File: config.mk
export PLATFORM = sky130hd
export DESIGN_NAME = if_fetch_ctrl_flat
export DESIGN_NICKNAME = d
export VERILOG_FILES = /design/src/rtl/if_fetch_ctrl_if.sv /design/src/rtl/if_fetch_ctrl.sv /design/src/flat_wrapper.sv
export SDC_FILE = /design/constraint.sdc
export NUM_CORES = 1
export LEC_CHECK = 0
export ABC_AREA = 0
export BUFFER_PORTS_ARGS = -buffer_cell sky130_fd_sc_hd__buf_2
export CORE_MARGIN = 5
export CORE_UTILIZATION = 45
export CTS_CLUSTER_DIAMETER = 150
export DETAILED_ROUTE_END_ITERATION = 6
export GPL_TIMING_DRIVEN = 1
export PLACE_DENSITY = 0.69
export SLEW_MARGIN = 30
export SYNTH_ARGS = -nofsm -noshare
export SYNTH_HDL_FRONTEND = slang
export SYNTH_SLANG_ARGS = --single-unit
File: constraint.sdc
create_clock -name clk -period 8.3 [get_ports clk]
set_clock_uncertainty 0.05 [all_clocks]
set_input_delay 0.83 -clock clk [delete_from_list [all_inputs] [get_ports clk]]
set_output_delay 0.83 -clock clk [all_outputs]
set_load 0.01 [all_outputs]
File: src/rtl/if_fetch_ctrl_if.sv
// ----------------------------------------------------------------------------
// if_fetch_ctrl_if
//
// Purpose : AXI read-address / read-data channel bundle between the
//           instruction-fetch sequencer (master) and instruction memory or
//           its interconnect (slave).
//
// Signals : araddr/arid/arlen/arsize/arburst/arvalid  master -> slave
//           arready                                   slave  -> master
//           rdata/rresp/rlast/rvalid                  slave  -> master
//           rready                                    master -> slave
// ----------------------------------------------------------------------------
interface if_fetch_ctrl_if #(
    parameter int PC_W   = 32,
    parameter int DATA_W = 32,
    parameter int ID_W   = 4
);
    // Read address channel
    logic [PC_W-1:0]   araddr;
    logic [ID_W-1:0]   arid;
    logic [3:0]        arlen;
    logic [2:0]        arsize;
    logic [1:0]        arburst;
    logic              arvalid;
    logic              arready;

    // Read data channel
    logic [DATA_W-1:0] rdata;
    logic [1:0]        rresp;
    logic              rlast;
    logic              rvalid;
    logic              rready;

    modport master (
        output araddr, arid, arlen, arsize, arburst, arvalid, rready,
        input  arready, rdata, rresp, rlast, rvalid
    );

    modport slave (
        input  araddr, arid, arlen, arsize, arburst, arvalid, rready,
        output arready, rdata, rresp, rlast, rvalid
    );
endinterface

File: src/rtl/if_fetch_ctrl.sv
// ----------------------------------------------------------------------------
// if_fetch_ctrl
//
// Purpose : Instruction-fetch sequencer. Owns the fetch PC, issues one
//           single-beat AXI read per instruction (one outstanding at a time),
//           and drives pc/instruction plus stall/flush into the IF/ID
//           pipeline register. A one-entry holding buffer absorbs downstream
//           stalls; fetches in flight when a branch redirects are drained and
//           discarded.
//
// Ports   : clk, rst          clock, asynchronous active-high reset
//           pipe_stall_i      downstream hazard/memory stall
//           redirect_i        branch/jump taken (EX)
//           redirect_pc_i     redirect target
//           axi               AXI read master (AR + R channels)
//           inst_pc_o         pc presented to IF/ID
//           inst_data_o       instruction presented to IF/ID
//           id_stall_o        IF/ID hold
//           id_flush_o        IF/ID load zero bubble
//           fetch_err_o       delivered instruction came back with rresp!=OKAY
// ----------------------------------------------------------------------------
module if_fetch_ctrl #(
    parameter int              PC_W     = 32,
    parameter int              DATA_W   = 32,
    parameter int              ID_W     = 4,
    parameter logic [ID_W-1:0]   ARID_VAL = '0,
    parameter logic [PC_W-1:0]   RESET_PC = '0,
    parameter logic [DATA_W-1:0] NOP_INST = DATA_W'(32'h0000_0013)
) (
    input  logic                clk,
    input  logic                rst,

    input  logic                pipe_stall_i,
    input  logic                redirect_i,
    input  logic [PC_W-1:0]     redirect_pc_i,

    if_fetch_ctrl_if.master     axi,

    output logic [PC_W-1:0]     inst_pc_o,
    output logic [DATA_W-1:0]   inst_data_o,
    output logic                id_stall_o,
    output logic                id_flush_o,
    output logic                fetch_err_o
);

    typedef enum logic [2:0] {
        S_IDLE,     // one cycle after reset release
        S_ADDR,     // AR channel valid, waiting for arready
        S_DATA,     // waiting for the R beat of a live fetch
        S_HOLD,     // fetched instruction parked while ID is stalled
        S_DROP      // draining the R beat of a fetch made stale by a redirect
    } state_t;

    localparam logic [PC_W-1:0] PC_STEP = PC_W'(4);

    // ------------------------------------------------------------------
    // State
    // ------------------------------------------------------------------
    state_t              state_q,    state_d;
    logic [PC_W-1:0]     req_pc_q,   req_pc_d;     // pc of current/next fetch
    logic [PC_W-1:0]     tgt_q,      tgt_d;        // redirect target parked until drain
    logic                pend_q,     pend_d;       // redirect seen before AR handshake
    logic [PC_W-1:0]     buf_pc_q,   buf_pc_d;
    logic [DATA_W-1:0]   buf_data_q, buf_data_d;
    logic                buf_err_q,  buf_err_d;
    logic                arvalid_q,  arvalid_d;
    logic                rready_q,   rready_d;

    // EX keeps redirect asserted while the pipe is stalled, so it only
    // takes effect in a cycle where the pipeline is moving.
    logic redirect_take;
    logic r_done;
    logic r_err;

    assign redirect_take = redirect_i & ~pipe_stall_i;
    // Single-beat bursts: every beat is also the last; rlast is still
    // qualified so a misbehaving slave cannot end a fetch early.
    assign r_done        = axi.rvalid & axi.rlast & rready_q;
    assign r_err         = |axi.rresp;

    // ------------------------------------------------------------------
    // AXI outputs
    // ------------------------------------------------------------------
    assign axi.araddr  = req_pc_q;
    assign axi.arid    = ARID_VAL;
    assign axi.arlen   = 4'd0;
    assign axi.arsize  = 3'b010;
    assign axi.arburst = 2'b01;
    assign axi.arvalid = arvalid_q;
    assign axi.rready  = rready_q;

    // ------------------------------------------------------------------
    // Next-state and IF/ID control
    // ------------------------------------------------------------------
    always_comb begin
        state_d     = state_q;
        req_pc_d    = req_pc_q;
        tgt_d       = tgt_q;
        pend_d      = pend_q;
        buf_pc_d    = buf_pc_q;
        buf_data_d  = buf_data_q;
        buf_err_d   = buf_err_q;
        arvalid_d   = arvalid_q;
        rready_d    = rready_q;

        // Default: no instruction for ID this cycle -> zero bubble.
        inst_pc_o   = '0;
        inst_data_o = '0;
        id_stall_o  = pipe_stall_i;
        id_flush_o  = 1'b1;
        fetch_err_o = 1'b0;

        case (state_q)
            S_IDLE: begin
                if (redirect_take) begin
                    req_pc_d = redirect_pc_i;
                end
                state_d   = S_ADDR;
                arvalid_d = 1'b1;
            end

            S_ADDR: begin
                // araddr is req_pc_q and is left untouched here, so the AR
                // payload stays stable until the handshake; a redirect is
                // parked in tgt instead.
                if (axi.arready) begin
                    arvalid_d = 1'b0;
                    rready_d  = 1'b1;
                    if (redirect_take) begin
                        tgt_d = redirect_pc_i;
                    end
                    if (pend_q || redirect_take) begin
                        state_d = S_DROP;
                    end else begin
                        state_d = S_DATA;
                    end
                end else if (redirect_take) begin
                    tgt_d  = redirect_pc_i;
                    pend_d = 1'b1;
                end
            end

            S_DATA: begin
                if (r_done) begin
                    rready_d = 1'b0;
                    if (redirect_take) begin
                        // Wrong-path instruction: drop it and refetch.
                        req_pc_d  = redirect_pc_i;
                        state_d   = S_ADDR;
                        arvalid_d = 1'b1;
                    end else begin
                        inst_pc_o   = req_pc_q;
                        inst_data_o = r_err ? NOP_INST : axi.rdata;
                        if (!pipe_stall_i) begin
                            id_stall_o  = 1'b0;
                            id_flush_o  = 1'b0;
                            fetch_err_o = r_err;
                            req_pc_d    = req_pc_q + PC_STEP;
                            state_d     = S_ADDR;
                            arvalid_d   = 1'b1;
                        end else begin
                            buf_pc_d   = req_pc_q;
                            buf_data_d = r_err ? NOP_INST : axi.rdata;
                            buf_err_d  = r_err;
                            state_d    = S_HOLD;
                        end
                    end
                end else if (redirect_take) begin
                    // Response still outstanding: must drain it first.
                    tgt_d   = redirect_pc_i;
                    state_d = S_DROP;
                end
            end

            S_HOLD: begin
                inst_pc_o   = buf_pc_q;
                inst_data_o = buf_data_q;
                if (redirect_take) begin
                    req_pc_d  = redirect_pc_i;
                    state_d   = S_ADDR;
                    arvalid_d = 1'b1;
                end else if (!pipe_stall_i) begin
                    id_stall_o  = 1'b0;
                    id_flush_o  = 1'b0;
                    fetch_err_o = buf_err_q;
                    req_pc_d    = req_pc_q + PC_STEP;
                    state_d     = S_ADDR;
                    arvalid_d   = 1'b1;
                end
            end

            S_DROP: begin
                // The latest redirect wins, including one in the drain cycle.
                if (redirect_take) begin
                    tgt_d = redirect_pc_i;
                end
                if (r_done) begin
                    rready_d  = 1'b0;
                    req_pc_d  = redirect_take ? redirect_pc_i : tgt_q;
                    pend_d    = 1'b0;
                    state_d   = S_ADDR;
                    arvalid_d = 1'b1;
                end
            end

            default: begin
                state_d   = S_IDLE;
                arvalid_d = 1'b0;
                rready_d  = 1'b0;
            end
        endcase

        // IF/ID gives stall priority over flush, so a taken redirect must
        // never be masked by a stall.
        if (redirect_take) begin
            id_stall_o = 1'b0;
            id_flush_o = 1'b1;
        end
    end

    // ------------------------------------------------------------------
    // Registers
    // ------------------------------------------------------------------
    always_ff @(posedge clk or posedge rst) begin
        if (rst) begin
            state_q    <= S_IDLE;
            req_pc_q   <= RESET_PC;
            tgt_q      <= RESET_PC;
            pend_q     <= 1'b0;
            buf_pc_q   <= '0;
            buf_data_q <= '0;
            buf_err_q  <= 1'b0;
            arvalid_q  <= 1'b0;
            rready_q   <= 1'b0;
        end else begin
            state_q    <= state_d;
            req_pc_q   <= req_pc_d;
            tgt_q      <= tgt_d;
            pend_q     <= pend_d;
            buf_pc_q   <= buf_pc_d;
            buf_data_q <= buf_data_d;
            buf_err_q  <= buf_err_d;
            arvalid_q  <= arvalid_d;
            rready_q   <= rready_d;
        end
    end

endmodule

File: src/flat_wrapper.sv
// flat-port wrapper written by rule: the top's interface ports become plain ports
module if_fetch_ctrl_flat 
#(
    parameter int              PC_W     = 32,
    parameter int              DATA_W   = 32,
    parameter int              ID_W     = 4,
    parameter logic [ID_W-1:0]   ARID_VAL = '0,
    parameter logic [PC_W-1:0]   RESET_PC = '0,
    parameter logic [DATA_W-1:0] NOP_INST = DATA_W'(32'h0000_0013)
)
  (clk, rst, pipe_stall_i, redirect_i, redirect_pc_i, inst_pc_o, inst_data_o, id_stall_o, id_flush_o, fetch_err_o, axi_araddr, axi_arid, axi_arlen, axi_arsize, axi_arburst, axi_arvalid, axi_rready, axi_arready, axi_rdata, axi_rresp, axi_rlast, axi_rvalid);
  if_fetch_ctrl_if #(.PC_W(PC_W), .DATA_W(DATA_W), .ID_W(ID_W)) axi_i ();
  input  logic clk;
  input  logic rst;
  input  logic pipe_stall_i;
  input  logic redirect_i;
  input  logic [PC_W-1:0] redirect_pc_i;
  output logic [PC_W-1:0] inst_pc_o;
  output logic [DATA_W-1:0] inst_data_o;
  output logic id_stall_o;
  output logic id_flush_o;
  output logic fetch_err_o;
  output wire logic [$bits(axi_i.araddr)-1:0] axi_araddr;
  output wire logic [$bits(axi_i.arid)-1:0] axi_arid;
  output wire logic [$bits(axi_i.arlen)-1:0] axi_arlen;
  output wire logic [$bits(axi_i.arsize)-1:0] axi_arsize;
  output wire logic [$bits(axi_i.arburst)-1:0] axi_arburst;
  output wire logic [$bits(axi_i.arvalid)-1:0] axi_arvalid;
  output wire logic [$bits(axi_i.rready)-1:0] axi_rready;
  input wire logic [$bits(axi_i.arready)-1:0] axi_arready;
  input wire logic [$bits(axi_i.rdata)-1:0] axi_rdata;
  input wire logic [$bits(axi_i.rresp)-1:0] axi_rresp;
  input wire logic [$bits(axi_i.rlast)-1:0] axi_rlast;
  input wire logic [$bits(axi_i.rvalid)-1:0] axi_rvalid;
  assign axi_araddr = axi_i.araddr;
  assign axi_arid = axi_i.arid;
  assign axi_arlen = axi_i.arlen;
  assign axi_arsize = axi_i.arsize;
  assign axi_arburst = axi_i.arburst;
  assign axi_arvalid = axi_i.arvalid;
  assign axi_rready = axi_i.rready;
  assign axi_i.arready = axi_arready;
  assign axi_i.rdata = axi_rdata;
  assign axi_i.rresp = axi_rresp;
  assign axi_i.rlast = axi_rlast;
  assign axi_i.rvalid = axi_rvalid;
  if_fetch_ctrl #(.PC_W(PC_W), .DATA_W(DATA_W), .ID_W(ID_W), .ARID_VAL(ARID_VAL), .RESET_PC(RESET_PC), .NOP_INST(NOP_INST)) u_core (.clk(clk), .rst(rst), .pipe_stall_i(pipe_stall_i), .redirect_i(redirect_i), .redirect_pc_i(redirect_pc_i), .axi(axi_i), .inst_pc_o(inst_pc_o), .inst_data_o(inst_data_o), .id_stall_o(id_stall_o), .id_flush_o(id_flush_o), .fetch_err_o(fetch_err_o));
endmodule
## Word level (Yosys, flattened, before mapping)

Cells that the tools add are included.
W data, S select, Z words.

| word-level totals | value |
|---|---|
| bits in latches | 0 |
| output and inout bits | 114 |
| RAM bits | 0 |
| logic and storage cells | 97 |
| bits in read-only memories | 0 |
| bits in registers | 135 |
| memories | 0 |

| cells by class | value |
|---|---|
| $add $sub $neg | 1 |
| equality and inequality tests | 14 |
| $lt $le $gt $ge | 0 |
| bitwise operators | 6 |
| multiply operators | 0 |
| reduce and logical (&&, ||, !) cells | 16 |
| div/mod/pow operators | 0 |
| multiplexer cells | 51 |
| shift-type cells | 0 |

Operators by type and width:

| operator | number |
|---|---|
| $mux W32 | 12 |
| $pmux W32 S2 | 3 |
| $pmux W32 S4 | 1 |
| $add A32 B3 Y32 const B | 1 |
| $mux W3 | 8 |
| $mux W1 | 19 |
| $reduce_and A4 Y1 | 4 |
| $pmux W3 S5 | 1 |
| $ne A2 B1 Y1 const B | 5 |
| $pmux W1 S2 | 4 |
| $reduce_or A2 Y1 | 4 |
| $eq A3 B2 Y1 const B | 2 |
| $ne A2 B2 Y1 const B | 3 |
| $reduce_and A3 Y1 | 2 |
| $pmux W1 S5 | 1 |
| $reduce_bool A2 Y1 | 2 |
| $reduce_bool A4 Y1 | 1 |
| $and A1 B1 Y1 | 3 |
| $eq A3 B1 Y1 const B | 1 |
| $eq A3 B3 Y1 const B | 1 |
| $logic_not A3 Y1 | 1 |
| $ne A3 B1 Y1 const B | 1 |
| $ne A3 B2 Y1 const B | 1 |
| $not A1 Y1 | 3 |
| other kinds (4) | 4 |

## Depth between registers and ports, before layout

Gate-level depths: netlist of the first run.

| logic depth | value |
|---|---|
| depth in word-level cells | 6 |
| depth in mapped cells | 8 |

## Least setup slack after synthesis of the first run

OpenSTA, ideal clock, no wires.

| timing path | value |
|---|---|
| path kind | input -> output |
| from | input port pipe_stall_i |
| to | output port inst_pc_o[10] |
| arrival time | 2358 ps |
| stages | 6 |
| buffers on the path | 2 |
| path slack | 5062 ps |
| data required time | 7420 ps |
| path through | nand2b_1 -> clkbuf_1 -> nand2_1 -> nor2_1 -> clkbuf_1 -> a22o_1 |

| between the ends | value |
|---|---|
| word-level cells in the longest chain between the ends | 5 |

Ends and longest elaborated chain:

| element | RTL line | text |
|---|---|---|
| start, declared | flat_wrapper.sv:15 | `input logic pipe_stall_i;` |
| $not A1 Y1 | if_fetch_ctrl.sv:75 | `assign redirect_take = redirect_i & ~pipe_stall_i;` |
| $and A1 B1 Y1 | if_fetch_ctrl.sv:75 |  |
| $mux W32 | if_fetch_ctrl.sv:146 | `if (redirect_take) begin` |
| $mux W32 | if_fetch_ctrl.sv:144 | `if (r_done) begin` |
| $pmux W32 S2 | if_fetch_ctrl.sv:113 | `case (state_q)` |
| end, declared | flat_wrapper.sv:18 | `output logic [PC_W-1:0] inst_pc_o;` |

Every way passes these cells.

## Worst setup path in the final report of the first run

| timing path | value |
|---|---|
| from | input port pipe_stall_i |
| to | output port inst_pc_o[28] |

Same word-level chain as after synthesis.

==> flow_summary.yaml, run 1 <==
outcome:
  status: "complete, no violations"
floorplanning:
  num_io_pins: 187
  die_area_um2: 18900
  start_util_pct: 46.0
  fp.dieW_um: 138
  rows: 46
  core_um2: 15900
  die-height_um: 138
worst_hold_path:
  hold_end: "u_core.buf_pc_q[8]"
  hold_path.class: "flop to flop"
  min_from: "u_core.buf_pc_q[8]"
  worstHoldPathCells: 2
grt:
  antenna_found_initial: 0
  grt_pass1_wl_um: 34400
  use_met2_pct: 37.2
  grt_use_total_pct: 23.2
  grt.busiest_layer: "met2"
  grt_max_degree: 85
  first_global_vias: 6477
  overflow: 0
  global_route.usage.met3_pct: 5.04
  grt_use_met1_pct: 31.3
power_and_ir_drop:
  p_clk_share_pct: 25.3
  cellPowerDensity_nw_per_um2: 326
  switching_power_mw: 1.10
  ir_drop_mv: 0.158
  p_comb_share_pct: 32.7
  internal_power_mw: 1.81
  swShare_pct: 37.7
  p_leak_nw: 4.08
  p_seq_share_pct: 42.0
sta:
  finalSetupTns_ns: 0
  tightest_slew_ns: 0.777
  timing.final.crit_period_ns: 4.19
  final.period_utilization_pct: 50.5
  setup_viol: 0
  slew_headroom_pct: 47.8
  fmax_mhz: 238
  rsz0062_at_grt: "false"
  hold_viol: 0
  slew_viol_final: 0
critical_path:
  r2r_end: "u_core.axi.araddr[17]"
  cp.required_ns: 7.42
  worst-r2r-cell-count: 7
  worst-setup-path-type: "input pin to primary output"
  cp_slowest_cell: "nor2_2"
  startpoint_type: "input pin"
  crit_arrival_ns: 3.31
  cp_max_fo: 31
  critPathBufInv: 4
  reg2reg_setup_slack_ns: 5.61
  r2r-start: "u_core.state_q[2]"
  cpPeakStageDelay_ns: 0.68
  end_kind: "primary output"
  cp_top_family: "simple AND/OR/NAND/NOR gates"
  cp_cell_sequence: "buf_2 > nand2b_1 > buf_4 > nand2_1 > nor2_2 > buf_4 > a22o_1 > buf_2"
logic_synthesis:
  synth_area_per_cell_um2: 9.16
  syn-cell-area_um2: 7330
  synth-main-ff-cell: "dfrtp_1"
  synth_edf_count: 0
  post-synth-top-area-fraction_pct: 46.1
  ys_seq_area_share_pct: 46.1
  synth_area_leaders: "dfrtp_1, mux2_2, o21ai_0"
  synth_cells: 800
  ys_seq_elements: 135
  synth_common_cells: "dfrtp_1, nand2_1, o21ai_0"
  ys_async_sr_fraction_pct: 100
  synth_area_leader_cell: "dfrtp_1"
  yosys_warnings: 0
  synth_cell_types: 68
final_layout:
  fin_nets: 1015
  register_area_um2: 3380
  insertedDiodeCount: 0
  area_delta_synth_final_pct: 21.7
  final_layout_size_suffix_gt1_share_pct: 31.1
  stdcell_count: 1170
  fillerInstances: 1461
  multiInputGateArea_um2: 3650
clock_tree:
  cts.path.max_buffers: 2
  htree_levels: 4
  cts_setup_buffers: 0
  path_clk_slew_ns: 0.06
  clock_latency_ns: 0.42
  ctsHoldBuffers: 0
  clockRootBuffer: "clkbuf_16"
  cts_tree: "built"
  post_cts_resized: 0
  cts_sinks: 135
  cts_buffers: 17
job:
  maxCapViolCount: 0
place:
  dp.cells: 1138
  numPortBuffers: 173
  place_congestion: 0.887
  dpl.hpwl_um: 14800
drt:
  post-route-drc-count: 0
  first_iter_violations: 516
  num_vias: 6646
  firstDrtPassIters: 5
  drt-wirelength-per-cell_um: 18.5
  antenna_left: 0
  routed_wl_um: 21700
  vias_per_cell: 5.68
==> flip-flops by register name, indices dropped and copies added (netlist names) <==
register,count
u_core.buf_data_q,32
u_core.axi.arvalid,1
u_core.tgt_q,32
u_core.axi.araddr,32
u_core.state_q,3
u_core.buf_pc_q,32
u_core.buf_err_q,1
u_core.pend_q,1
u_core.axi.rready,1
==> routing by layer <==
layer / vias to the layer above / share of wire, %
met4: 0 / 1.5
met1: 3154 / 44
met2: 286 / 46
met3: 27 / 8.3
li1: 3179 / -
met5: - / 0
==> worst min-delay path, delay by kind of cell, from the launching register on <==
family	cells	cell delay, ns
flip-flops	1	0.34
AO/OA/AOI/OAI	1	0.06
AND/OR/NAND/NOR	1	0.04
==> cell families (layout without fill, tap and decap cells) <==
logic type               count (synthesis)  after routing  synth area share, %
AO/OA/AOI/OAI                          246            246                 21.5
XOR/XNOR                                 6              6                0.717
adder cells (fa/ha/maj)                  1              1                0.171
buffers and inverters                   85            228                 5.17
flip-flops                             135            135                 46.1
multiplexers                            65             65                 9.94
other                                    2             13                0.102
AND/OR/NAND/NOR                        260            260                 16.3
==> through the flow <==
step / hold WS (ns) / total power [mW] / instance area (um^2) / setup slack (ns) / util (%)
floorplan: 0.400 / 1.81 / 7370 / 3.81 / -
global placement: 0.411 / 2.14 / 8280 / 4.26 / 51.9
detailed placement: 0.422 / 2.17 / 8350 / 4.12 / 52.4
CTS: 0.434 / 2.92 / 8920 / 4.12 / 55.9
global route: 0.453 / 3.10 / 8920 / 3.92 / 55.9
finish: 0.430 / 2.90 / 8920 / 4.11 / 55.9
==> placed cells by master (no fill, tap or decap), types with 4 or more instances in the layout <==
cell type and count:
buf_4 12, a221oi_1 8, dfrtp_1 135, a22o_1 32, or4_1 5, a21oi_1 21
nand4_1 10, a211o_1 5, inv_1 8, nand3_1 27, xor2_1 5, mux2_2 62
buf_2 173, and3_1 4, nor2_1 33, clkbuf_1 5, o31ai_1 4, nor4_1 6
o21ai_0 119, a31oi_1 9, clkbuf_16 17, a22oi_1 5, conb_1 13, nand2_1 134
nor3_1 12
==> worst max path at each step <==
stage	slack (ns)	from	cells past startpoint	endpoint
after global routing	3.92	pipe_stall_i	8	inst_pc_o[25]
after CTS	4.12	pipe_stall_i	8	inst_pc_o[20]
after floorplan	3.81	rst	1	u_core.axi.araddr[0]
after global placement	4.26	pipe_stall_i	8	inst_pc_o[27]
final	4.11	pipe_stall_i	8	inst_pc_o[28]
after detailed placement	4.12	pipe_stall_i	8	inst_pc_o[28]
==> cell type report <==
class | count | area share (%)
repair buffers | 187 | 11.3
inverters | 9 | 0.435
clock buffers | 24 | 5.29
multi-input cells | 591 | 40.9
clock inverters | 8 | 1.09
well taps | 216 | 3.03
flip-flops and latches | 135 | 37.9
==> power groups by stage <==
stage / registers [mW] / clock network, mW / logic [mW]
after floorplan: 1.13 / 0 / 0.685
after global placement: 1.22 / 0 / 0.920
after global routing: 1.27 / 0.777 / 1.05
after CTS: 1.21 / 0.750 / 0.956
final: 1.22 / 0.734 / 0.950
after detailed placement: 1.22 / 0 / 0.951
Power figures use the tool's default switching activity.
==> run 2: changes to the inputs <==
Settings changed: PLACE_DENSITY 0.69 to 0.72.
Clock period 8.3 ns to 3.8 ns, I/O delays scaled along.
==> flow_summary.yaml, run 2 (synthesized netlist as in run 1, its figures left out) <==
clock_tree:
  post_cts_resized: 0
  clock_latency_ns: 0.42
  ctsHoldBuffers: 1
  cts.path.max_buffers: 2
  path_clk_slew_ns: 0.06
  clockRootBuffer: "clkbuf_16"
  cts_buffers: 17
  cts_tree: "built"
  htree_levels: 4
  cts_setup_buffers: 0
  cts_sinks: 135
place:
  dp.cells: 1146
  numPortBuffers: 173
  place_congestion: 0.928
  dpl.hpwl_um: 15200
final_layout:
  fin_nets: 1024
  stdcell_count: 1175
  final_layout_size_suffix_gt1_share_pct: 31.3
  layout_commonest_cell: "buf_2"
  area_delta_synth_final_pct: 21.3
  final_cell_mix: "buf_2, nand2_1, dfrtp_1"
power_and_ir_drop:
  p_clk_share_pct: 23.3
  swShare_pct: 38.3
  cellPowerDensity_nw_per_um2: 697
  internal_power_mw: 3.82
  p_leak_nw: 4.08
  switching_power_mw: 2.37
  p_seq_share_pct: 43.1
  p_comb_share_pct: 33.7
  ir_drop_mv: 0.319
drt:
  drt-wirelength-per-cell_um: 18.7
  num_vias: 6809
  first_iter_violations: 492
  vias_per_cell: 5.79
  antenna_left: 0
  post-route-drc-count: 0
  firstDrtPassIters: 5
  routed_wl_um: 22000
critical_path:
  cp_cell_sequence: "nand2b_1 > buf_4 > nor2_1 > nand2_1 > buf_4 > o21ai_0 > buf_2"
  r2r-start: "u_core.state_q[2]"
  cp_max_fo: 36
  end_kind: "primary output"
  worst-r2r-cell-count: 7
  r2r_end: "u_core.axi.araddr[17]"
  cpPeakStageDelay_ns: 0.54
  cp_slowest_cell: "dfrtp_1"
  crit_arrival_ns: 2.87
  reg2reg_setup_slack_ns: 1.07
  cp.required_ns: 3.37
  critPathBufInv: 3
  startpoint_type: "flop"
  worst-setup-path-type: "flop to primary output"
  crit_top_cell: "buf_4"
  cp_top_family: "simple AND/OR/NAND/NOR gates"
grt:
  grt_max_degree: 113
  first_global_vias: 6673
  grt_use_total_pct: 23.3
  grt_pass1_wl_um: 34700
  overflow: 0
  antenna_found_initial: 1
worst_hold_path:
  worstHoldPathCells: 2
  hold_end: "u_core.pend_q"
  min_from: "axi_arready"
  hold_path.class: "input pin to flop"
floorplanning:
  core_um2: 15900
  num_io_pins: 187
  rows: 46
  start_util_pct: 46.0
  fp.dieW_um: 138
  die_area_um2: 18900
  die-height_um: 138
sta:
  fmax_mhz: 303
  tightest_slew_ns: 0.769
  timing.final.crit_period_ns: 3.30
  final.period_utilization_pct: 86.8
  slew_headroom_pct: 48.7
  slew_viol_final: 0
  rsz0062_at_grt: "false"
  setup_viol: 0
  hold_viol: 0
  finalSetupTns_ns: 0
outcome:
  status: "complete, no violations"
job:
  maxCapViolCount: 0
run 2: cell type report:
class	instances	area [um^2]
clock inverters	4	25.0
repair buffers	196	1050
flip-flops and latches	135	3380
fillers	1459	7050
inverters	9	37.5
diodes	1	2.50
multi-input cells	591	3640
clock buffers	23	478
well taps	216	270
run 2: power groups by stage:
stage / Combinational (mW) / Sequential (mW) / Clock, mW
3_3_place_gp: 2.04 / 2.64 / 0
4_1_cts: 2.09 / 2.65 / 1.47
6_report: 2.09 / 2.67 / 1.44
3_5_place_dp: 2.08 / 2.67 / 0
5_1_grt: 2.32 / 2.76 / 1.53
2_1_floorplan: 1.50 / 2.46 / 0
run 2: metrics by stage:
step | util [%] | setup WS, ns | power, mW | hold slack [ns] | area [um^2]
global route | 55.7 | 0.244 | 6.61 | 0.150 | 8890
floorplan | - | 1.36 | 3.96 | 0.400 | 7370
CTS | 55.7 | 0.535 | 6.21 | 0.141 | 8890
global placement | 52.5 | 1.05 | 4.68 | 0.408 | 8370
finish | 55.8 | 0.503 | 6.20 | 0.158 | 8890
detailed placement | 52.5 | 0.981 | 4.75 | 0.416 | 8370
run 2: worst max-delay path by stage:
stage | cells after the start | start | end | slack, ns
final | 7 | u_core.state_q[2] | inst_pc_o[8] | 0.50
after CTS | 7 | u_core.state_q[2] | inst_pc_o[8] | 0.54
after global placement | 7 | u_core.state_q[2] | inst_pc_o[8] | 1.05
after detailed placement | 7 | u_core.state_q[2] | inst_pc_o[8] | 0.98
after global routing | 7 | u_core.state_q[2] | inst_data_o[12] | 0.24
after floorplan | 7 | u_core.state_q[1] | inst_pc_o[10] | 1.36
run 2: per-layer routing:
layer  vias up  share of wire [%]  global-route usage (%)
met5         -              0.059                       0
met4         2                2.2                    8.59
met3        44                8.6                    6.17
met2       299                 46                    36.7
met1      3272                 43                    31.0
li1       3192                  -                       -
==> run 3: changes to the inputs <==
Settings changed: CORE_ASPECT_RATIO set to 0.75.
==> flow_summary.yaml, run 3 (synthesized netlist as in run 1, its figures left out) <==
clock_tree:
  cts_tree: "built"
  htree_levels: 4
  path_clk_slew_ns: 0.06
  clockRootBuffer: "clkbuf_16"
  cts.path.max_buffers: 2
  ctsHoldBuffers: 0
  cts_buffers: 17
  cts_setup_buffers: 0
  post_cts_resized: 0
  cts_sinks: 135
  clock_latency_ns: 0.42
power_and_ir_drop:
  cellPowerDensity_nw_per_um2: 739
  p_seq_share_pct: 40.3
  p_clk_share_pct: 28.3
  p_comb_share_pct: 31.4
  ir_drop_mv: 0.420
  switching_power_mw: 2.48
  swShare_pct: 37.2
  internal_power_mw: 4.19
  power.total_mw: 6.67
  p_leak_nw: 4.15
drt:
  vias_per_cell: 5.80
  post-route-drc-count: 0
  antenna_left: 0
  drt-wirelength-per-cell_um: 18.5
  dr_wl_met3_um: 2050
  num_vias: 6781
  first_iter_violations: 847
  wl_met2_um: 9280
  firstDrtPassIters: 5
  routed_wl_um: 21600
  top_layer_used: "met4"
  m1WireLength_um: 10000
critical_path:
  crit_arrival_ns: 2.65
  worst-setup-path-type: "flop to primary output"
  cp-startpoint: "u_core.state_q[2]"
  startpoint_type: "flop"
  r2r-start: "u_core.state_q[2]"
  r2r_end: "u_core.axi.araddr[14]"
  end_kind: "primary output"
  worst-r2r-cell-count: 5
  cp.required_ns: 3.37
  reg2reg_setup_slack_ns: 1.08
  cpPeakStageDelay_ns: 0.53
  cp_slowest_cell: "dfrtp_1"
  cp_max_fo: 36
  cp_cell_sequence: "nand2b_1 > buf_4 > nor2_1 > nand2_2 > o21ai_0 > buf_2"
grt:
  grt_use_total_pct: 22.8
  grt_max_degree: 76
  antenna_found_initial: 0
  first_global_vias: 6372
  grt_pass1_wl_um: 34500
  overflow: 0
outcome:
  status: "complete, no violations"
worst_hold_path:
  hold_path.class: "input pin to async pin"
floorplanning:
  die-height_um: 121
  start_util_pct: 45.8
  num_io_pins: 187
  rows: 40
  fp.dieW_um: 157
  die_area_um2: 19000
  core_um2: 16000
job:
  maxCapViolCount: 0
final_layout:
  final_layout_size_suffix_gt1_share_pct: 32.0
  final_cell_mix: "buf_2, dfrtp_1, nand2_1"
  area_delta_synth_final_pct: 23.2
  insertedDiodeCount: 0
  layout_commonest_cell: "buf_2"
  fin_nets: 1022
sta:
  slew_viol_final: 0
  rsz0062_at_grt: "false"
  setup_viol: 0
  timing.final.crit_period_ns: 3.08
  finalSetupTns_ns: 0
  worst_slack_ns: 0.724
  slew_headroom_pct: 43.5
  hold_viol: 0
  fmax_mhz: 325
  final.period_utilization_pct: 80.9
  tightest_slew_ns: 0.841
place:
  numPortBuffers: 173
  dpl.hpwl_um: 15400
  place_congestion: 0.906
  dpl_worst_slack_ns: 0.877
run 3: critical path, delay by kind of cell, from the launching register on:
family,cells,cell delay [ns]
and+or+nand+nor,3,0.99
DFF,1,0.53
buffers and inverters,2,0.38
AOI/OAI and AO/OA,1,0.30
run 3: power by group through the flow:
stage	Sequential, mW	Combinational (mW)	Clock, mW
3_5_place_dp	2.68	2.08	0
2_1_floorplan	2.46	1.50	0
5_1_grt	2.77	2.32	1.97
4_1_cts	2.67	2.10	1.91
3_3_place_gp	2.66	2.04	0
6_report	2.69	2.10	1.88
run 3: per-layer routing:
metal | vias to the layer above | global-route usage (%)
li1 | 3192 | -
met3 | 24 | 6.19
met5 | - | 0
met1 | 3261 | 34.9
met2 | 304 | 32.4
met4 | 0 | 5.05
run 3: area by class of cell:
cell class              count  area (um^2)
well taps                 210          263
clock inverters            14          246
flip-flops and latches    135         3380
fillers                  1446         6990
multi-input cells         591         3640
inverters                   9         37.5
repair buffers            194         1040
clock buffers              17          425
run 3: through the flow:
step | util (%) | cell area [um^2] | hold WS [ns] | std cells
floorplan | - | 7370 | 0.400 | 811
global placement | 52.2 | 8350 | 0.411 | 1139
detailed placement | 52.2 | 8350 | 0.420 | 1139
CTS | 56.4 | 9020 | 0.0381 | 1170
global route | 56.4 | 9030 | 0.0803 | 1170
finish | 56.4 | 9030 | 0.0235 | 1170
run 3: worst max-delay path by stage:
stage	end	slack [ns]	cells after the start
final	inst_pc_o[8]	0.72	6
after global routing	inst_pc_o[23]	0.49	6
after CTS	inst_pc_o[23]	0.42	6
after detailed placement	inst_pc_o[23]	0.88	6
after global placement	inst_data_o[6]	1.08	6
after floorplan	inst_pc_o[10]	1.36	7
